## config.mk

```make
export PLATFORM = sky130hd
export DESIGN_NAME = trend_event_fifo
export DESIGN_NICKNAME = d
export VERILOG_FILES = /design/src/rtl/trend_event_fifo.sv
export SDC_FILE = /design/constraint.sdc
export NUM_CORES = 1
export LEC_CHECK = 0
export ABC_AREA = 1
export CAP_MARGIN = 20
export CORE_ASPECT_RATIO = 0.7
export CORE_UTILIZATION = 59
export CTS_BUF_LIST = sky130_fd_sc_hd__clkbuf_8
export CTS_CLUSTER_SIZE = 8
export DETAILED_ROUTE_END_ITERATION = 10
export PLACE_DENSITY = 0.88
export SYNTH_ARGS = -nofsm -noshare
export SYNTH_HDL_FRONTEND = slang
export SYNTH_SLANG_ARGS = --single-unit
```

## constraint.sdc

```tcl
create_clock -name clk -period 1.9 [get_ports clk]
set_input_delay 0.475 -clock clk [delete_from_list [all_inputs] [get_ports clk]]
set_output_delay 0.475 -clock clk [all_outputs]
set_load 0.01 [all_outputs]
```

## src/rtl/trend_event_fifo.sv

```systemverilog
// -----------------------------------------------------------------------------
// trend_event_fifo
//
// Watches a qualified trend bit, detects level changes and queues each change
// as an event {new_level, timestamp} in a small FIFO for a downstream consumer.
// The timestamp is a free-running count of qualified samples. Events that
// arrive while the FIFO is full (and nothing is leaving that cycle) are
// dropped and flagged by a sticky overflow bit; a saturating counter tallies
// every detected transition, dropped or not.
//
// Parameters
//   DEPTH     FIFO entries (power of two, >= 2)
//   TS_WIDTH  timestamp counter width
//
// Ports
//   clk         rising-edge clock
//   reset       asynchronous active-high reset
//   trend_in    trend bit from the upstream stage
//   sample_en   qualifies trend_in; nothing is sampled when low
//   clear       synchronous flush of FIFO, counters and overflow flag
//   evt_ready   consumer accepts the head event
//   evt_valid   head event present
//   evt_data    {level, timestamp} of the head event (zero when empty)
//   evt_count   detected transitions, saturating at 255
//   overflow    sticky: an event was dropped
//   fifo_level  current occupancy, 0..DEPTH
// -----------------------------------------------------------------------------
module trend_event_fifo #(
  parameter int DEPTH    = 4,
  parameter int TS_WIDTH = 8
) (
  input  logic                         clk,
  input  logic                         reset,
  input  logic                         trend_in,
  input  logic                         sample_en,
  input  logic                         clear,
  input  logic                         evt_ready,
  output logic                         evt_valid,
  output logic [TS_WIDTH:0]            evt_data,
  output logic [7:0]                   evt_count,
  output logic                         overflow,
  output logic [$clog2(DEPTH+1)-1:0]   fifo_level
);

  localparam int                PTR_W    = $clog2(DEPTH);
  localparam int                LVL_W    = $clog2(DEPTH + 1);
  localparam logic [LVL_W-1:0]  FULL_LVL = LVL_W'(DEPTH);

  logic [TS_WIDTH:0]    mem [DEPTH];
  logic [PTR_W-1:0]     rd_ptr;
  logic [PTR_W-1:0]     wr_ptr;
  logic [LVL_W-1:0]     level;
  logic                 prev_trend;
  logic [TS_WIDTH-1:0]  ts;
  logic [7:0]           count;
  logic                 ovf;

  logic detect;
  logic full;
  logic pop;
  logic accept;
  logic drop;

  assign detect = sample_en && (trend_in != prev_trend);
  assign full   = (level == FULL_LVL);
  assign pop    = evt_valid && evt_ready;
  // A full FIFO can still take a new event when the head leaves the same cycle.
  assign accept = detect && (!full || pop);
  assign drop   = detect && full && !pop;

  assign evt_valid  = (level != '0);
  // Masking with evt_valid gives a defined zero after reset even though the
  // storage array itself is never reset.
  assign evt_data   = evt_valid ? mem[rd_ptr] : '0;
  assign evt_count  = count;
  assign overflow   = ovf;
  assign fifo_level = level;

  // NOTE: all state registers use non-blocking assignments so every flop in
  // this block samples pre-edge values regardless of statement order.
  always_ff @(posedge clk or posedge reset) begin
    if (reset) begin
      rd_ptr     <= '0;
      wr_ptr     <= '0;
      level      <= '0;
      prev_trend <= 1'b0;
      ts         <= '0;
      count      <= '0;
      ovf        <= 1'b0;
    end else begin
      // prev_trend follows the sampled input even on a clear cycle, so the
      // level seen during a flush is not reported again afterwards.
      if (sample_en) prev_trend <= trend_in;

      if (clear) begin
        rd_ptr <= '0;
        wr_ptr <= '0;
        level  <= '0;
        ts     <= '0;
        count  <= '0;
        ovf    <= 1'b0;
      end else begin
        if (sample_en) ts     <= ts + TS_WIDTH'(1);
        if (accept)    wr_ptr <= wr_ptr + PTR_W'(1);
        if (pop)       rd_ptr <= rd_ptr + PTR_W'(1);

        // NOTE: the explicit default keeps the hold case visible; in a
        // combinational case the same default is what prevents a latch.
        case ({accept, pop})
          2'b10:   level <= level + LVL_W'(1);
          2'b01:   level <= level - LVL_W'(1);
          default: level <= level;
        endcase

        if (detect && (count != 8'hFF)) count <= count + 8'd1;
        if (drop)                       ovf   <= 1'b1;
      end
    end
  end

  // NOTE: the storage array has no reset; occupancy is tracked by level and
  // the pointers, so stale contents are never observable.
  always_ff @(posedge clk) begin
    if (accept && !clear) mem[wr_ptr] <= {trend_in, ts};
  end

endmodule
```

* Yosys cells after proc, flatten, opt, wreduce, memory -nomap -nowiden *
Memories as Yosys holds them, arrays and structs flattened.
Index checks and enable logic that the tools add are counted.

storage, ports and cells
  input bits = 6
  register bits = 25
  output and inout bits = 22
  logic and storage cells = 52
  RAM bits = 36
  memories kept = 1

operators by class
  add/sub/neg operators = 6
  reductions and logical operators = 18
  equal/unequal tests = 5
  multiplexer cells = 15

memories
  memory  depth  width  rd ports  clocked after Yosys merged registers in  wr ports  RTL line  text
  mem     4      9      1         0                                        1         49        logic [TS_WIDTH:0] mem [DEPTH];

operators with widths
  cell                                                                count
  8-bit two-way mux                                                   4
  8-bit by 1-bit adder with 8-bit output, second input constant       2
  2-bit nonzero test                                                  5
  9-bit two-way mux                                                   1
  2-bit two-way mux                                                   4
  8-bit inequality test, second input constant                        1
  1-bit logical AND                                                   7
  3-bit case mux with 2 select lines                                  1
  3-bit nonzero test                                                  2
  2-bit by 1-bit adder with 2-bit output, second input constant       2
  1-bit two-way mux                                                   4
  3-bit by 1-bit adder with 3-bit output, second input constant       1
  3-bit == test, second input constant                                1
  1-bit logical NOT                                                   3
  3-bit two-way mux                                                   1
  3-bit by 1-bit subtractor with 3-bit output, second input constant  1
  2-bit by 1-bit == test with 1-bit output, second input constant     1
  2-bit == test, second input constant                                1
  1-bit logical OR                                                    1
  1-bit inequality test                                               1

* Longest topological paths before layout *
Gate-level depths: netlist of the first run.

  word-level depth = 7
  depth in mapped cells = 11

* Worst setup path before layout of the first run *
OpenSTA, ideal clock, no wires.

  path type = in2reg
  start point = in sample_en
  end point = mem mem[0][0] in the netlist's numbering (enable)
  slack = 0.090 ns
  arrival = 1.436 ns
  buffers on the path = 1
  setup time = 0.374 ns
  stages on the path = 7
  cell sequence = buf_6 nand2_4 nor2_8 nand2_1 nor2_2 inv_2 nor2_1

between the ends
  cells in the longest elaborated chain, start to end = 5

ends and longest elaborated chain
  item                                     RTL line  text
  start: declaration                       35        input logic sample_en,
  1-bit logical AND                        64        assign detect = sample_en && (trend_in != prev_trend);
  1-bit logical AND                        68        assign accept = detect && (!full || pop);
  1-bit logical AND                        124       if (accept && !clear) mem[wr_ptr] <= {trend_in, ts};
  1-bit two-way mux                        124
  1-bit two-way mux (not written as such)  124
  end: declaration                         49

No other way between the ends.

* Worst setup path in the final report of the first run *
  start point = reg rd_ptr[0]
  end point = out evt_data[7]

between the ends
  cells in the longest elaborated chain, start to end = 2

ends and longest elaborated chain
  item                      RTL line  text
  start: declaration        50        logic [PTR_W-1:0] rd_ptr;
  start signal: assignment  105       if (pop) rd_ptr <= rd_ptr + PTR_W'(1);
  memory 4 x 9 bit          --
  9-bit two-way mux         74        assign evt_data = evt_valid ? mem[rd_ptr] : '0;
  end: declaration          39        output logic [TS_WIDTH:0] evt_data,

No other way between the ends.

==> metrics.md, run 1 <==
| Metric | Value |
|---|---|
| Post-synthesis area per instance | `just under 10 um^2` |
| Tcrit/Tclk final | `107.9%` |
| Most common library cell in the layout ignoring fill and taps | `sky130_fd_sc_hd__nor2_1` |
| Worst R2R Path Depth | `11` |
| Main area contributors after synthesis | `sky130_fd_sc_hd__edfxtp_1 (37%), sky130_fd_sc_hd__dfrtp_1 (22%), sky130_fd_sc_hd__nor2_1 (7.8%)` |
| Design internal power | `2.563 mW` |
| Sequential share of power | `about two fifths` |
| Remaining global-route overflow | `0` |
| Most used cells in the layout excluding fill and tap cells | `sky130_fd_sc_hd__nor2_1 (45), sky130_fd_sc_hd__nand2_1 (41), sky130_fd_sc_hd__edfxtp_1 (36), sky130_fd_sc_hd__buf_4 (34), sky130_fd_sc_hd__inv_1 (29)` |
| Routability congestion estimate from global placement | `0.8181` |
| Initial antenna violation count | `0` |
| First-pass GRT wire length | `approximately 11000 um` |
| Core area | `0.004504 mm^2` |
| Via count of the first global-routing pass | `2260` |
| CP Cell Sequence | `buf_12 -> buf_6 -> nor2_4 -> nor2_2 -> o21ai_1 -> a21oi_1 -> buf_2` |
| Clock-pin slew on the worst setup and hold paths | `60 ps` |
| Maximum number of pins on one net before global-route repair | `26` |
| Source-to-sink clock delay at the later pin of the worst-skew pair | `between 300 and 400 ps` |
| Die extent in x | `85.59 um` |
| Least-Margin Pin Slew | `346.8 ps` |
| Netlist area before placement | `approximately 0.0029 mm^2` |
| Number of rows created at floorplan | `20` |
| Crit. Startpoint | `rd_ptr[0]$_DFFE_PP0P_` |
| Antenna Violating Nets Remaining | `0` |
| Clock period minus worst slack | `2051 ps` |
| Post-detailed-route wirelength per cell | `between 15 and 20 um` |
| Detailed placer's ending HPWL | `about 4600 um` |
| Clock power frac | `26.3%` |
| Number of hold violations in the final report | `0` |
| Number of buffers created by CTS | `9` |
| Via count of the routed design | `2396` |
| Finished layout cell area | `0.003787 mm^2` |
| Unrepaired setup endpoints after global routing | `yes` |
| Detailed-route vias per instance | `between 5 and 6` |
| Power density normalized to cell area | `988.6 mW/mm^2` |
| Post-route insts no fill | `430` |
| Critical Path Source Type | `flip-flop` |
| Final setup violation count | `9` |
| Number of antenna diodes | `0` |
| Total instance count after detailed placement | `406` |
| Cells after Synth | `between 200 and 300` |
| Yosys cell types | `32` |
| Start-to-end type of the worst setup path | `flip-flop to output pin` |
| Final setup TNS | `-712.5 ps` |
| Clock Sinks | `about 60` |
| Clock Skews | `roughly 6 ps` |
| Sequential-to-total area share from yosys stat | `59.15%` |
| Post-detailed-routing wire length | `7217 um` |
| Area Overhead vs Synth | `31.27%` |
| Net count of the finished layout | `around 380` |
| Min-delay worst type | `primary input to async pin` |
| Initial Utilization | `64.06%` |
| Sw power | `1.181 mW` |
| Crit path largest cell delay | `410 ps` |
| First-pass DRT Iterations | `5` |
| Number of register bits inferred by synthesis | `~60` |
| Portion of synthesized cell area occupied by the leading cell type | `37.47%` |
| Fraction of layout instances using a drive strength above 1 | `a little under 30%` |
| Critical path buffer and inverter count | `3` |
| Static Leakage | `around 1.7 nW` |
| Cell at the slowest stage of the critical path | `sky130_fd_sc_hd__dfrtp_2` |
| Fillers | `217` |
| Stages on worst setup path | `7` |
| Root buf cell | `sky130_fd_sc_hd__clkbuf_8` |
| Port buffer count | `27` |
| Smallest setup slack after layout | `-151.0 ps` |
| Logic gate share of total power | `33.3%` |
| Reg2Reg Launch Point | `fifo_level[0]$_DFFE_PP0P_` |
| Library cell occupying the most area in the post-synthesis netlist | `sky130_fd_sc_hd__edfxtp_1` |
| Critical path arrival | `about 1600 ps` |
| Critical path capture point | `evt_data[7]` |
| Peak VDD IR | `approximately 0.63 mV` |
| Total global-route track usage | `28.82%` |
| Starting DRT DRC Count | `between 200 and 300` |
| Max H-tree Level | `3` |
| Reg2Reg Capture Point | `fifo_level[2]$_DFFE_PP0P_` |
| Result of the run | `finished, violations left` |
| DR DRC count | `0` |
| Achievable clock frequency | `487.6 MHz` |
| Nature of the critical path endpoint | `output pin` |
| CP Data Required Time | `1420 ps` |
| Post-placement setup slack | `-537.5 ps` |
| Die outline area | `0.005179 mm^2` |
| Maximum Capacitance Violations | `0` |
| Post-Route Utilization | `a little over four fifths` |
| Buffers from clock root to sink, at most | `2` |
| Peak fanout along the critical path | `5` |
| TritonCTS clock tree | `yes` |
| DIE HEIGHT | `approximately 61 um` |
| Flop2flop setup slack | `100 ps` |
| Fraction of power spent switching nets | `between 30% and 40%` |
| Post-synthesis net count | `309` |
| Total count of max-transition violations in the final report | `0` |
| Failing checks | `negative setup slack` |
| Worst rel slew slack | `around three quarters` |
| Cell area after placement | `0.003458 mm^2` |
| Io pins | `28` |
| Synthesis Warnings | `0` |
| Dominant delay contributor by cell family on the critical path | `buffers and inverters` |
[stage by stage]
step / total power, mW / hold slack [ps]
2_1_floorplan: 2.026 / 476.0
3_3_place_gp: 2.571 / 503.3
3_5_place_dp: 2.620 / 525.0
4_1_cts: 3.608 / 496.1
5_1_grt: 3.903 / 533.5
6_report: 3.744 / 497.9
[repair_timing]
action	4_1_cts	5_1_grt
hold buffers	0	0
pin swaps	7	8
buffers inserted	4	3
endpoints found under the setup margin	49	34
cloned	1	1
resized for setup	67	30
[cell usage after synthesis (all sizes together)]
cell    instances
nand2          50
nor2           66
nor4            1
a21oi          18
dfrtp          25
o21ai          30
clkbuf          2
nand4           3
fa              1
ha              6
nand3b          1
edfxtp         36
xor2            2
buf             6
clkinv          1
a31oi           1
nand3          11
nor3            4
inv            32
[metal layers]
metal	share of wire [%]	vias up	track usage [%]	wire length, um
met4	3.5	0	11.19	250
met3	8.5	35	8.844	613
met2	48	128	47.43	3453
met1	40	1109	37.01	2900
met5	0	-	0	0
li1	-	1124	-	-
[power groups by stage]
stage	registers [mW]	logic [mW]	clock network, mW
floorplan	1.54	0.484	0
global placement	1.53	1.04	0
detailed placement	1.53	1.09	0
CTS	1.51	1.10	0.999
global route	1.52	1.33	1.06
finish	1.51	1.25	0.987
[cells by family (layout without fill, tap and decap cells)]
| group | count (synthesis) | after routing | share of synthesized area [%] |
|---|---|---|---|
| compound gates | 49 | 49 | 8.803 |
| xor+xnor | 2 | 2 | 0.6072 |
| fa+ha+maj | 7 | 7 | 3.296 |
| buf+inv | 41 | 120 | 6.504 |
| flops | 61 | 61 | 59.15 |
| simple gates | 136 | 136 | 21.64 |
[how the worst min path moves through the flow]
stage	from	end	slack, ps	depth (start not counted)
6_report	reset	evt_count[5]$_DFFE_PP0P_	500	3
5_1_grt	reset	ts[0]$_DFFE_PP0P_	530	3
4_1_cts	reset	ts[0]$_DFFE_PP0P_	500	3
3_5_place_dp	ts[7]$_DFFE_PP0P_	mem[3][7]$_DFFE_PP_	520	0
3_3_place_gp	overflow$_DFFE_PP0P_	overflow$_DFFE_PP0P_	500	2
2_1_floorplan	ts[7]$_DFFE_PP0P_	mem[0][7]$_DFFE_PP_	480	0
[worst reg2reg max path, cell delays in order, from the launching register on]
cell	delay [ps]
sky130_fd_sc_hd__dfrtp_1	400
sky130_fd_sc_hd__nor2_4	130
sky130_fd_sc_hd__buf_4	130
sky130_fd_sc_hd__a21oi_2	70
sky130_fd_sc_hd__nand2_2	70
sky130_fd_sc_hd__inv_1	60
sky130_fd_sc_hd__fa_2	370
sky130_fd_sc_hd__xor2_2	160
sky130_fd_sc_hd__nand3b_1	130
sky130_fd_sc_hd__nand2_1	50
sky130_fd_sc_hd__nand2_1	60
sky130_fd_sc_hd__nand2_1	50
[cell type report]
class                   count  area [um^2]  area share [%]
well taps                  55        68.82           1.817
inverters                  33        131.4           3.469
multi-input cells         194         1071           28.28
clock buffers              11        151.4           3.997
repair buffers             71        635.6           16.78
clock inverters             5        21.27          0.5616
flip-flops and latches     61         1708           45.09
[registers in the layout, summed over array words and instances (netlist names)]
name	cells
evt_count	8
fifo_level	3
mem	36
overflow	1
prev_trend	1
rd_ptr	2
ts	8
wr_ptr	2
Note: power is estimated with default switching activity, not from simulation.
==> run 2, diff against run 1 <==
--- a/config.mk
+++ b/config.mk
@@ -12,6 +12,8 @@
 export CTS_BUF_LIST = sky130_fd_sc_hd__clkbuf_8
 export CTS_CLUSTER_SIZE = 8
 export DETAILED_ROUTE_END_ITERATION = 10
+export GPL_TIMING_DRIVEN = 0
+export MAX_ROUTING_LAYER = met4
 export PLACE_DENSITY = 0.88
 export SYNTH_ARGS = -nofsm -noshare
 export SYNTH_HDL_FRONTEND = slang
==> metrics.md, run 2 (synthesis results as in run 1) <==
| Metric | Value |
|---|---|
| Core area | `0.004504 mm^2` |
| Achievable clock frequency | `480.0 MHz` |
| Clock-pin slew on the worst setup and hold paths | `70 ps` |
| DIE HEIGHT | `~60 um` |
| Detailed placer's ending HPWL | `3973 um` |
| Worst R2R Path Depth | `10` |
| Post-detailed-routing wire length | `between 6000 and 7000 um` |
| Routed wl met2 | `3289 um` |
| Number of antenna diodes | `0` |
| Smallest setup slack after layout | `-183.3 ps` |
| Final setup TNS | `-1101 ps` |
| Power density normalized to cell area | `roughly 1000 mW/mm^2` |
| Worst rel slew slack | `64.57%` |
| Number of rows created at floorplan | `20` |
| Die extent in x | `85.59 um` |
| Hold Path Origin | `sample_en` |
| Static Leakage | `1.519 nW` |
| Fraction of layout instances using a drive strength above 1 | `24.79%` |
| Final setup violation count | `9` |
| Total instance count after detailed placement | `377` |
| Buffers from clock root to sink, at most | `2` |
| Io pins | `28` |
| Maximum number of pins on one net before global-route repair | `26` |
| Remaining global-route overflow | `0` |
| Fillers | `267` |
| Via count of the routed design | `2243` |
| Post-route insts no fill | `406` |
| Tcrit/Tclk final | `109.6%` |
| Hold WS | `357.4 ps` |
| Result of the run | `finished, violations left` |
| TritonCTS clock tree | `yes` |
| Area Overhead vs Synth | `25.80%` |
| First-pass DRT Iterations | `5` |
| Most common library cell in the layout ignoring fill and taps | `sky130_fd_sc_hd__nor2_1` |
| Post-placement setup slack | `-974.2 ps` |
| Total count of max-transition violations in the final report | `0` |
| Nature of the critical path endpoint | `output pin` |
| Clock Skews | `between 10 and 15 ps` |
| Cell area after placement | `0.003214 mm^2` |
| Sw power | `about 1.1 mW` |
| Logic gate share of total power | `27.0%` |
| Reg2Reg Launch Point | `prev_trend$_DFFE_PP0P_` |
| DR WL met3 | `between 400 and 500 um` |
| Clock Sinks | `61` |
| Source-to-sink clock delay at the later pin of the worst-skew pair | `350 ps` |
| Start-to-end type of the worst setup path | `flip-flop to output pin` |
| # hold bufs at CTS | `0` |
| Peak fanout along the critical path | `4` |
| Finished layout cell area | `0.003630 mm^2` |
| Number of hold violations in the final report | `0` |
| Post-Route Utilization | `80.58%` |
| CP Data Required Time | `1420 ps` |
| Unrepaired setup endpoints after global routing | `yes` |
| Clock power frac | `31.0%` |
| Design internal power | `2.496 mW` |
| Peak VDD IR | `0.5201 mV` |
| Highest metal layer with signal wires | `met4` |
| Antenna Violating Nets Remaining | `0` |
| Starting DRT DRC Count | `166` |
| Flop2flop setup slack | `160 ps` |
| Total global-route track usage | `28.14%` |
| Least-Margin Pin Slew | `530.9 ps` |
| Routability congestion estimate from global placement | `0.7776` |
| Total chip power | `3.630 mW` |
| Die outline area | `0.005179 mm^2` |
| Endpoint of the worst hold path | `ts[1]$_DFFE_PP0P_` |
| Initial antenna violation count | `0` |
| Net count of the finished layout | `359` |
| Clock period minus worst slack | `2083 ps` |
| Critical path arrival | `1610 ps` |
| Max FFs per register | `36` |
| First-pass GRT wire length | `9811 um` |
| M1 WL | `2983 um` |
| Sequential share of power | `a little over two fifths` |
| Maximum Capacitance Violations | `0` |
| Initial Utilization | `64.06%` |
| Post-detailed-route wirelength per cell | `roughly 17 um` |
| Most used cells in the layout excluding fill and tap cells | `sky130_fd_sc_hd__nor2_1 (51), sky130_fd_sc_hd__nand2_1 (40), sky130_fd_sc_hd__edfxtp_1 (36), sky130_fd_sc_hd__inv_1 (28), sky130_fd_sc_hd__dfrtp_1 (21)` |
| Fraction of power spent switching nets | `31.24%` |
| Critical Path Source Type | `flip-flop` |
| Port buffer count | `26` |
| Via count of the first global-routing pass | `around 1900` |
| Detailed-route vias per instance | `roughly 5.5` |
| Multi-input gate area | `0.001070 mm^2` |
| DR DRC count | `0` |
| Most flops, register | `mem` |
| Reg2Reg Capture Point | `fifo_level[2]$_DFFE_PP0P_` |
| Root buf cell | `sky130_fd_sc_hd__clkbuf_8` |
| Failing checks | `negative setup slack` |
| Number of buffers created by CTS | `9` |
| Hold-critical path depth | `2` |
| Min-delay worst type | `primary input to flip-flop` |
| Register Area | `between 0.0015 and 0.002 mm^2` |
| Max H-tree Level | `3` |
-- run 2: cell count changes in the layout (fill, tap and decap cells not counted), moves of 2 or more --
cell	before	now
sky130_fd_sc_hd__dfrtp_1	24	21
sky130_fd_sc_hd__a21oi_2	3	1
sky130_fd_sc_hd__nor2_2	13	7
sky130_fd_sc_hd__clkdlybuf4s50_1	11	14
sky130_fd_sc_hd__nor2_1	45	51
sky130_fd_sc_hd__dlygate4sd2_1	4	2
sky130_fd_sc_hd__buf_4	34	6
sky130_fd_sc_hd__dlymetal6s2s_1	3	0
sky130_fd_sc_hd__buf_8	0	2
sky130_fd_sc_hd__dfrtp_2	1	4
sky130_fd_sc_hd__clkinv_2	2	5
-- run 2: critical path: stages (launching register included) --
cell and delay (ps):
sky130_fd_sc_hd__dfrtp_1 420, sky130_fd_sc_hd__buf_6 150, sky130_fd_sc_hd__buf_6 110, sky130_fd_sc_hd__buf_6 90, sky130_fd_sc_hd__nor2_2 30, sky130_fd_sc_hd__nor2_1 80, sky130_fd_sc_hd__o21ai_1 80, sky130_fd_sc_hd__a21oi_1 150
sky130_fd_sc_hd__buf_2 150
-- run 2: what timing repair did --
item	in CTS	in global routing
cloned	0	1
setup endpoints to repair	48	46
buffers inserted	7	4
resized for setup	64	28
pin swaps	3	10
-- run 2: cell type report --
cell class / count / area share, %
Clock buffer: 10 / 3.792
Multi-Input combinational cell: 195 / 29.47
Tap cell: 55 / 1.896
Timing Repair Buffer: 38 / 10.17
Clock inverter: 6 / 1.482
Inverter: 33 / 3.585
Buffer: 8 / 2.447
Sequential cell: 61 / 47.16
-- run 2: worst max path at each step --
| stage | slack (ps) | cells after the start | start | endpoint |
|---|---|---|---|---|
| finish | -180 | 8 | rd_ptr[0]$_DFFE_PP0P_ | evt_data[7] |
| global route | -240 | 7 | rd_ptr[0]$_DFFE_PP0P_ | evt_data[3] |
| CTS | -140 | 7 | rd_ptr[0]$_DFFE_PP0P_ | evt_data[3] |
| detailed placement | -970 | 8 | trend_in | mem[2][1]$_DFFE_PP_ |
| global placement | -900 | 8 | trend_in | mem[3][8]$_DFFE_PP_ |
| floorplan | 90 | 7 | sample_en | mem[0][0]$_DFFE_PP_ |
-- run 2: power groups by stage --
| stage | clock network (mW) | registers [mW] | logic [mW] |
|---|---|---|---|
| after floorplan | 0 | 1.54 | 0.484 |
| after global placement | 0 | 1.54 | 0.847 |
| after detailed placement | 0 | 1.54 | 0.874 |
| after CTS | 1.12 | 1.52 | 0.896 |
| after global routing | 1.20 | 1.53 | 1.06 |
| final | 1.12 | 1.52 | 0.981 |
-- run 2: metal layers --
metal / GRT usage (%) / up-vias
li1: - / 1077
met5: - / -
met3: 10.20 / 11
met2: 42.63 / 93
met1: 36.42 / 1062
met4: 7.619 / 0
